==> src/rtl/lcd_message_sequencer.sv <==
// Streams a 32-character, two-line text buffer into a character LCD write controller,
// inserting the line 1 / line 2 DDRAM address commands and honouring the write/ready handshake.
module lcd_message_sequencer #(
  parameter int unsigned REFRESH_CYCLES = 32'd5_000_000
) (
  input  logic       Clock,
  input  logic       Reset,
  input  logic       iBufWrEn,
  input  logic [4:0] iBufWrAddr,
  input  logic [7:0] iBufWrData,
  input  logic       iStart,
  input  logic       iReady,
  output logic       oWrite,
  output logic [7:0] oData,
  output logic       oCommand,
  output logic       oBusy,
  output logic       oDone
);

  typedef enum logic [2:0] {
    StIdle,
    StFetch,
    StIssue,
    StWaitBusy,
    StWaitDone
  } state_e;

  localparam logic [5:0] LastItem  = 6'd33;
  localparam logic [5:0] Line2Item = 6'd17;

  state_e      state_q, state_d;
  logic [5:0]  idx_q, idx_d;
  logic        pend_q, pend_d;
  logic [31:0] timer_q, timer_d;
  logic [7:0]  data_q, data_d;
  logic        cmd_q, cmd_d;
  logic        done_q, done_d;
  logic [7:0]  buf_q [32];

  logic        expire;
  logic        go;
  logic [4:0]  rd_addr;
  logic [7:0]  item_byte;
  logic        item_cmd;

  assign expire = (REFRESH_CYCLES != 32'd0) && (timer_q == REFRESH_CYCLES - 32'd1);
  assign go     = iStart | expire;

  // Items 1..16 map to buffer 0..15, items 18..33 to 16..31; modulo-32 subtraction covers both.
  always_comb begin
    rd_addr   = idx_q[4:0] - ((idx_q <= 6'd16) ? 5'd1 : 5'd2);
    item_cmd  = 1'b0;
    item_byte = buf_q[rd_addr];
    if (idx_q == 6'd0) begin
      item_cmd  = 1'b1;
      item_byte = 8'h80;
    end else if (idx_q == Line2Item) begin
      item_cmd  = 1'b1;
      item_byte = 8'hC0;
    end
  end

  always_comb begin
    state_d = state_q;
    idx_d   = idx_q;
    pend_d  = pend_q;
    timer_d = timer_q;
    data_d  = data_q;
    cmd_d   = cmd_q;
    done_d  = 1'b0;
    oWrite  = 1'b0;

    unique case (state_q)
      StIdle: begin
        if (go || pend_q) begin
          idx_d   = 6'd0;
          pend_d  = 1'b0;
          timer_d = 32'd0;
          state_d = StFetch;
        end else begin
          timer_d = timer_q + 32'd1;
        end
      end
      StFetch: begin
        data_d  = item_byte;
        cmd_d   = item_cmd;
        state_d = StIssue;
      end
      StIssue: begin
        if (iReady) begin
          oWrite  = 1'b1;
          state_d = StWaitBusy;
        end
      end
      StWaitBusy: begin
        if (!iReady) state_d = StWaitDone;
      end
      StWaitDone: begin
        if (iReady) begin
          if (idx_q == LastItem) begin
            done_d  = 1'b1;
            state_d = StIdle;
          end else begin
            idx_d   = idx_q + 6'd1;
            state_d = StFetch;
          end
        end
      end
      default: state_d = StIdle;
    endcase

    // Requests arriving mid-pass collapse into a single follow-up pass.
    if (state_q != StIdle && go) pend_d = 1'b1;
  end

  always_ff @(posedge Clock or negedge Reset) begin
    if (!Reset) begin
      state_q <= StIdle;
      idx_q   <= 6'd0;
      pend_q  <= 1'b0;
      timer_q <= 32'd0;
      data_q  <= 8'h00;
      cmd_q   <= 1'b0;
      done_q  <= 1'b0;
    end else begin
      state_q <= state_d;
      idx_q   <= idx_d;
      pend_q  <= pend_d;
      timer_q <= timer_d;
      data_q  <= data_d;
      cmd_q   <= cmd_d;
      done_q  <= done_d;
    end
  end

  always_ff @(posedge Clock or negedge Reset) begin
    if (!Reset) begin
      for (int i = 0; i < 32; i++) buf_q[i] <= 8'h20;
    end else if (iBufWrEn) begin
      buf_q[iBufWrAddr] <= iBufWrData;
    end
  end

  assign oData    = data_q;
  assign oCommand = cmd_q;
  assign oBusy    = (state_q != StIdle);
  assign oDone    = done_q;

endmodule

==> config.mk <==
export PLATFORM = sky130hd
export DESIGN_NAME = lcd_message_sequencer
export DESIGN_NICKNAME = d
export VERILOG_FILES = /design/src/rtl/lcd_message_sequencer.sv
export SDC_FILE = /design/constraint.sdc
export NUM_CORES = 1
export LEC_CHECK = 0
export CAP_MARGIN = 20
export CORE_MARGIN = 2
export CORE_UTILIZATION = 62
export CTS_CLUSTER_SIZE = 20
export DETAILED_ROUTE_END_ITERATION = 7
export GPL_ROUTABILITY_DRIVEN = 0
export HOLD_SLACK_MARGIN = 0.1
export PLACE_DENSITY = 0.87
export SETUP_SLACK_MARGIN = 0.15
export SLEW_MARGIN = 20
export SYNTH_ARGS = -nofsm -noshare
export SYNTH_HDL_FRONTEND = slang
export SYNTH_SLANG_ARGS = --single-unit
==> constraint.sdc <==
create_clock -name Clock -period 5.2 [get_ports Clock]
set_clock_uncertainty 0.2 [all_clocks]
set_input_delay 1.04 -clock Clock [delete_from_list [all_inputs] [get_ports Clock]]
set_output_delay 1.04 -clock Clock [all_outputs]
set_load 0.01 [all_outputs]
== Word level (Yosys, flattened, before mapping) ==
Index checks and enable logic that the tools add are counted.
Storage, ports and cells
  bits in read-only memories: 0
  bits in registers: 308
  memories kept: 0
  word-level logic and storage cells: 103
  bits of input ports: 18
  bits in latches: 0
  output and inout port bits: 12
  RAM bits: 0
Operators by class
  multiply operators: 0
  add/subtract/negate cells: 3
  shift-type cells: 0
  bitwise operators: 3
  divide/modulo/power cells: 0
  muxes and demuxes: 30
  $lt $le $gt $ge: 4
  reduce and logical (&&, ||, !) cells: 12
  eq/ne operators: 12
Operator list (number)
  256-bit bitwise mux: 1
  8-bit binary-select mux with 5-bit select: 1
  8-bit demux with 5-bit select: 1
  8-bit two-way mux: 5
  32-bit by 1-bit adder with 32-bit output, second input constant: 1
  32-bit by 23-bit equality test with 1-bit output, second input constant: 1
  32-bit two-way mux: 1
  6-bit two-way mux: 3
  3-bit one-hot mux with 5 select lines: 1
  6-bit >= comparator, second input constant: 2
  3-bit two-way mux: 4
  5-bit NOT with 6-bit output: 2
  6-bit one-hot mux with 2 select lines: 1
  1-bit two-way mux: 11
  2-bit inequality test, second input constant: 5
  4-bit AND reduction: 2
  6-bit by 1-bit adder with 6-bit output, second input constant: 1
  3-bit by 2-bit equality test with 1-bit output, second input constant: 2
  6-bit by 5-bit equality test with 1-bit output, second input constant: 1
  6-bit equality test, second input constant: 1
  6-bit by 5-bit less-or-equal comparator with 1-bit output, second input constant: 1
  6-bit zero test: 1
  6-bit by 1-bit less-than comparator with 1-bit output, second input constant: 1
  2-bit nonzero test: 3
  other kinds (10): 11

== Logic depth before layout (Yosys ltp) ==
Gate-level depths: netlist (run 1).
  word-level depth: 9
  gate-level depth with buffers: 14

== Worst setup path before layout (run 1) ==
OpenSTA, ideal clock, no wires.
  path type: flip-flop to flip-flop
  from: register idx_q[1]
  to: register data_q[7] (netlist: oData[7])
  arrival time: 3.375 ns
  stages on the path, launching flop included: 14
  setup slack: 1.502 ns
  required time: 4.878 ns
  library setup time: 0.122 ns
  period minus slack after synthesis: 3.698 ns
  cells stage by stage: dfrtp_1 -> inv_1 -> ha_1 -> nand2_1 -> a21oi_1 -> ha_1 -> inv_1 -> fa_1 -> clkbuf_1 -> clkbuf_1 -> mux4_2 -> mux4_2 -> a21oi_1 -> a21oi_1
On the way
  longest elaborated chain between the ends: 9
  elaborated cells on any way between the ends: 11
  classes of those cells: add/sub: 1; order compare: 1; eq/ne: 1; mux: 6; bitwise: 1; reduce/logical: 1
Ends and longest elaborated chain
  start: declaration: line 32  | logic [5:0] idx_q, idx_d;
  start signal: assignment: line 127  | idx_q <= idx_d;
  6-bit by 5-bit less-or-equal comparator with 1-bit output: line 51  | rd_addr = idx_q[4:0] - ((idx_q <= 6'd16) ? 5'd1 : 5'd2);
  2-bit two-way mux: line 51
  5-bit by 2-bit subtractor with 5-bit output: line 51
  5-bit NOT with 6-bit output (not written as such): line 53  | item_byte = buf_q[rd_addr];
  8-bit binary-select mux with 5-bit select: line 53
  8-bit two-way mux (not written as such) (2 in a row): line 53
  8-bit two-way mux: line 57  | end else if (idx_q == Line2Item) begin
  8-bit two-way mux *: line 54  | if (idx_q == 6'd0) begin
  end signal: assignment: line 130  | data_q <= data_d;
  end: declaration: line 35  | logic [7:0] data_q, data_d;
Every way passes the cells marked *; elsewhere a longest branch is shown, timed or not. The select of a mux whose other input is x is not followed.
A chain may end at the register's enable or synchronous reset.

== Worst setup path after layout (run 1) ==
  from: register idx_q[0]
  to: register data_q[6] (netlist: oData[6])
The elaborated chain is that of the path after synthesis.

==> flow_summary.toml, run 1 <==
[clock_network]
cts_tree = "built"
clockRootBuffer = "clkbuf_16"
cts_setup_buffers = 0
numCtsBuffers = 34
h-tree-depth = 2
holdBufCountCts = 0
clock_insertion_delay_worst_skew_ps = 520
clock_path_buffers = 3
cts_resized = 0
cts_num_sinks = 308
path_clk_slew_ps = 60

[floorplan]
initial_core_util_pct = 63.4
die_y_um = 156
core-area_um2 = 22700
pin_count = 30
dieArea_um2 = 24500
num_rows = 55
die_width_um = 156

[global_route]
overflow = 0
grt_use_total_pct = 28.2
grt_pass1_wl_um = 52500
grt_max_degree = 89
antenna_found_initial = 0
grt_pass1_vias = 9182

[worst_setup_path]
crit_fanout = 48
critical-path-max-stage-delay_ps = 970
crit_path_end_kind = "flop"
arrival_ps = 4720
r2r_setup_slack_ps = 660
reg2reg_to = "oData[6]$_DFFE_PN0P_"
cpMostUsedCell = "mux2i_1"
crit_required_ps = 5380
r2r_cells = 13
setup.worst_path.start_class = "flop"
reg2reg_from = "idx_q[0]$_DFFE_PN0P_"
critical-path-slowest-cell = "fa_4"
crit_chain = "inv_1 > ha_1 > nand2_1 > a21oi_1 > ha_4 > inv_1 > fa_4 > buf_12 > mux4_2 > mux2i_1 > mux2i_1 > mux2i_1 > a21oi_1"
critical_path_class = "reg -> reg"

[timing]
hold_violations = 0
fin_crit_ps = 4540
tns_ps = 0
post-route-period-util_pct = 87.3
max-slew-margin-rel_pct = 25.1
slew_violations = 0
clock.fmax_ghz = 0.220
tightest_slew_ps = 1120
setup_viol = 0
rsz0062_at_grt = "false"
setup_slack_ps = 660

[power]
switchingPower_w = 0.00220
swShare_pct = 29.4
p_int_w = 0.00530
p_seq_share_pct = 42.1
ir_drop_mv = 0.342
leakagePower_nw = 7.04
power_frac_comb_pct = 27.7
clockPowerShare_pct = 30.2
power_density_nw_per_um2 = 467

[detailed_routing]
vias = 8755
viasPerCell = 6.57
wirelength_um = 32800
ant_nets = 0
dr.pass1.iters = 5
drt-initial-drc-count = 718
route.detailed.drc = 0
wl_per_cell_um = 24.6

[synthesis]
synth_common_cells = "dfrtp_1 (276), mux2_2 (266), mux4_2 (72)"
yosysUniqueCellTypes = 54
synth_edf_count = 0
yosysTopAreaCell = "dfrtp_1"
synth-seq-cells = 308
yosysSeqAreaShare_pct = 53.8
netlist_instances = 1000
yosys_warnings = 0
syn_avg_cell_area_um2 = 14.4
synth_nets = 1025
synthArstFlopShare_pct = 100
synth_top_area_share_pct = 47.9
synth_area_um2 = 14400
ys.flop_type = "dfrtp_1"
synth.area.top_cells = "dfrtp_1 (48%), mux2_2 (21%), mux4_2 (11%), dfstp_2 (5.8%), nor2_1 (1.6%)"
yosysMostFrequentCell = "dfrtp_1"

[final_layout]
areaGrowthSynthToFinish_pct = 11.4
final_layout_size_suffix_gt1_share_pct = 42.8
num_antenna_cells = 0
fillers = 1453
nNetsFinal = 1047

[worst_hold_path]
min_path_type = "reg -> reg"
min_from = "buf_q[155]$_DFFE_PN0P_"
min_to = "buf_q[155]$_DFFE_PN0P_"
whs_path_depth = 1

[status]
status = "finished, final reports clean"

[job]
cap_violations = 0

[placed_design]
port-buffer-count = 29
hpwl_um = 20300
pre_cts_slack_ps = 838
routing by layer:
metal / part of all wire (%) / global-route usage [%]
met1: 41 / 38.3
met2: 49 / 45.6
met3: 7.1 / 6.01
met4: 3.3 / 9.92
met5: 0 / 0
through the flow:
stage          cell area (µm²)  total power (W)  hold slack, ps  util [%]  instances
6_report                 16000          0.00750             294      70.7       1333
5_1_grt                  16000          0.00781             308      70.7       1333
4_1_cts                  16100          0.00752             292      70.7       1332
3_5_place_dp             15000          0.00523             279      66.1       1270
3_3_place_gp             15000          0.00513             266      66.0       1269
2_1_floorplan            14400          0.00458             252         -       1000
critical path: cells and delay by family, from the launching register on:
family / cells / cell delay [ps]
adder cells (fa/ha/maj): 3 / 1390
multiplexers: 4 / 1200
buffers and inverters: 3 / 590
AO/OA/AOI/OAI: 2 / 490
flip-flops: 1 / 430
AND/OR/NAND/NOR: 1 / 80
cells in the final DEF (no fill, tap or decap), drive strengths merged, types with 3 or more instances in the layout:
master and instances:
a21oi 6, a22o 8, and2 4, and3 8
and4 4, buf 19, clkbuf 57, clkdlybuf4s50 25
clkinv 3, dfrtp 276, dfstp 32, ha 6
inv 9, mux2 269, mux2i 7, mux4 72
nand2 51, nand3 20, nand3b 4, nand4 7
nor2 60, nor3 11, nor3b 4, nor4 3
nor4b 4, o21ai 11, o22ai 8, o31ai 9
or2 4, xnor2 12, xor2 17
registers in the layout, summed over array words and instances, names as in the netlist:
signal and count:
pend_q 1, state_q 3, oDone 1, idx_q 6, timer_q 32, oCommand 1
oData 8, buf_q 256
power groups by stage:
| stage | clock network [W] | logic [W] | registers [W] |
|---|---|---|---|
| 2_1_floorplan | 0 | 0.00151 | 0.00307 |
| 3_3_place_gp | 0 | 0.00199 | 0.00314 |
| 3_5_place_dp | 0 | 0.00205 | 0.00317 |
| 4_1_cts | 0.00229 | 0.00208 | 0.00314 |
| 5_1_grt | 0.00239 | 0.00221 | 0.00320 |
| 6_report | 0.00227 | 0.00208 | 0.00315 |
worst max-delay path by stage:
stage / start / depth (start not counted) / slack (ps) / to
3_5_place_dp: idx_q[0]$_DFFE_PN0P_ / 13 / 840 / oData[6]$_DFFE_PN0P_
4_1_cts: idx_q[0]$_DFFE_PN0P_ / 13 / 700 / oData[6]$_DFFE_PN0P_
5_1_grt: idx_q[1]$_DFFE_PN0P_ / 13 / 500 / oData[6]$_DFFE_PN0P_
2_1_floorplan: idx_q[1]$_DFFE_PN0P_ / 13 / 1500 / oData[7]$_DFFE_PN0P_
3_3_place_gp: idx_q[0]$_DFFE_PN0P_ / 13 / 1050 / oData[6]$_DFFE_PN0P_
6_report: idx_q[0]$_DFFE_PN0P_ / 13 / 660 / oData[6]$_DFFE_PN0P_
cells by family after synthesis:
kind of cell | synth area share [%]
and+or+nand+nor | 6.86
adders and majority gates | 0.660
muxes | 32.8
buffers and inverters | 1.84
DFF | 53.8
AOI/OAI and AO/OA | 2.28
xor gates and xnor gates | 1.82
layout make-up:
| cell class | instances | area (µm²) | share of cell area [%] |
|---|---|---|---|
| clock buffers | 57 | 998 | 6.22 |
| clock inverters | 5 | 43.8 | 0.273 |
| inverters | 7 | 28.8 | 0.179 |
| multi-input cells | 627 | 6420 | 40.0 |
| flip-flops and latches | 308 | 7750 | 48.3 |
| well taps | 285 | 357 | 2.22 |
| repair buffers | 44 | 450 | 2.81 |
Note: power is estimated with default switching activity, not from simulation.
==> run 2: changes to the inputs <==
--- a/config.mk
+++ b/config.mk
@@ -8,2 +8,3 @@
 export CAP_MARGIN = 20
+export CORE_ASPECT_RATIO = 0.75
 export CORE_MARGIN = 2
==> constraint.sdc (replaced) <==
create_clock -name Clock -period 5.2 [get_ports Clock]
set_clock_uncertainty 0.2 [all_clocks]
set_input_delay 1.56 -clock Clock [delete_from_list [all_inputs] [get_ports Clock]]
set_output_delay 1.56 -clock Clock [all_outputs]
set_load 0.01 [all_outputs]
==> run 2 against run 1 <==
Against the previous run:
- wire length fell by 4.1%
- final area about the same
- first-iteration DRC count shrank 13%
- sequential power is essentially flat
- die area is essentially flat
- critical path depth decreased by 10
- largest cell class unchanged
- sequential cell count unchanged
- count of clock-buffer cells in the layout fell by 10
==> flow_summary.toml, run 2 (synthesis results as in run 1) <==
[status]
status = "finished, final reports clean"

[worst_setup_path]
critPathBufInv = 2
crit_start = "iReady"
crit_chain = "clkdlybuf4s50_1 > nor4bb_1 > clkdlybuf4s50_1"
critical_path_class = "in -> out"
crit_required_ps = 3440
r2r_cells = 13
crit_path_end_kind = "output port"
reg2reg_from = "idx_q[0]$_DFFE_PN0P_"
cp.depth = 3
cp-endpoint = "oWrite"
critPathTopFamily = "buffers and inverters"
reg2reg_to = "oData[6]$_DFFE_PN0P_"
r2r_setup_slack_ps = 750
critical-path-slowest-cell = "clkdlybuf4s50_1"
arrival_ps = 2930
crit_fanout = 2
critical-path-max-stage-delay_ps = 590
cpMostUsedCell = "clkdlybuf4s50_1"
setup.worst_path.start_class = "input pin"

[final_layout]
layout_commonest_cell = "dfrtp_1"
nNetsFinal = 1049
finalNonFillerCells = 1348
fin_util_pct = 70.1
areaGrowthSynthToFinish_pct = 11.4
largest_reg_flops = 256
num_antenna_cells = 0
final_layout_size_suffix_gt1_share_pct = 43.8
fillers = 1434
top_register = "buf_q"
mostFrequentLayoutCells = "dfrtp_1 (276), mux2_2 (266), mux4_2 (72)"

[global_route]
grt_pass1_vias = 9173
antenna_found_initial = 0
grt_use_total_pct = 26.8
overflow = 0
grt_max_degree = 104
grt_pass1_wl_um = 51000

[clock_network]
numCtsBuffers = 30
clockRootBuffer = "clkbuf_16"
clock_path_buffers = 3
path_clk_slew_ps = 60
cts_resized = 0
clock_insertion_delay_worst_skew_ps = 560
cts_num_sinks = 308
cts_tree = "built"
holdBufCountCts = 0
h-tree-depth = 1
cts_setup_buffers = 0

[detailed_routing]
vias = 8652
wirelength_um = 31500
drt-initial-drc-count = 626
viasPerCell = 6.42
ant_nets = 0
route.detailed.drc = 0
wl_per_cell_um = 23.4
dr.pass1.iters = 5

[power]
ir_drop_mv = 0.392
power_density_nw_per_um2 = 465
leakagePower_nw = 7.05

[floorplan]
die_width_um = 180
die_y_um = 136
num_rows = 48
initial_core_util_pct = 63.0
dieArea_um2 = 24500
pin_count = 30
core-area_um2 = 22900

[timing]
max-slew-margin-rel_pct = 34.5
setup_slack_ps = 511
slew_violations = 0
hold_violations = 0
setup_viol = 0
fin_crit_ps = 4690
tightest_slew_ps = 979
clock.fmax_ghz = 0.213
tns_ps = 0
rsz0062_at_grt = "false"
holdWs_ps = 302
post-route-period-util_pct = 90.2

[placed_design]
hpwl_um = 20500
port-buffer-count = 29
place_inst = 1292
pre_cts_slack_ps = 506

[job]
cap_violations = 0

[worst_hold_path]
min_path_type = "reg -> reg"
==> run 2: through the flow <==
| step | total power [W] | cell area (µm²) |
|---|---|---|
| final | 0.00746 | 16100 |
| after global routing | 0.00777 | 16100 |
| after CTS | 0.00748 | 16100 |
| after detailed placement | 0.00526 | 15100 |
| after global placement | 0.00516 | 15100 |
| after floorplan | 0.00458 | 14400 |
==> run 2: power breakdown <==
group          switching (W)  internal [W]
sequential          0.000263       0.00287
combinational       0.000986       0.00112
clock               0.000917       0.00131
==> run 2: area by class of cell <==
class	count	area (µm²)	area share, %
Tap cell	300	375	2.34
Sequential cell	308	7750	48.3
Inverter	7	28.8	0.179
Timing Repair Buffer	50	463	2.88
Multi-Input combinational cell	627	6420	40.0
Clock buffer	47	916	5.71
Clock inverter	9	98.8	0.616
==> run 2: how the worst min path moves through the flow <==
| stage | startpoint | to | slack (ps) | cells past startpoint |
|---|---|---|---|---|
| after floorplan | buf_q[158]$_DFFE_PN0P_ | buf_q[158]$_DFFE_PN0P_ | 250 | 1 |
| after global placement | buf_q[154]$_DFFE_PN0P_ | buf_q[154]$_DFFE_PN0P_ | 260 | 1 |
| after detailed placement | buf_q[154]$_DFFE_PN0P_ | buf_q[154]$_DFFE_PN0P_ | 290 | 1 |
| after CTS | buf_q[154]$_DFFE_PN0P_ | buf_q[154]$_DFFE_PN0P_ | 300 | 1 |
| after global routing | buf_q[164]$_DFFE_PN0P_ | buf_q[164]$_DFFE_PN0P_ | 310 | 1 |
| final | oCommand$_DFFE_PN0P_ | oCommand$_DFFE_PN0P_ | 300 | 1 |
==> run 2: metal layers <==
| layer | global-route usage, % | wire, µm | vias to the layer above |
|---|---|---|---|
| li1 | - | - | 3736 |
| met3 | 5.65 | 2080 | 42 |
| met4 | 6.23 | 478 | 0 |
| met2 | 41.8 | 14700 | 264 |
| met5 | 0 | 0 | - |
| met1 | 39.5 | 14200 | 4610 |
==> run 2: worst reg2reg max path, stage by stage (launching register included) <==
cell and delay (ps):
dfrtp_1 430, inv_1 180, ha_1 190, nand2_1 50
a21oi_1 390, ha_4 190, inv_1 60, fa_4 1180
buf_4 320, mux4_2 510, mux2i_1 140, mux2i_1 110
mux2i_1 280, a21oi_1 100
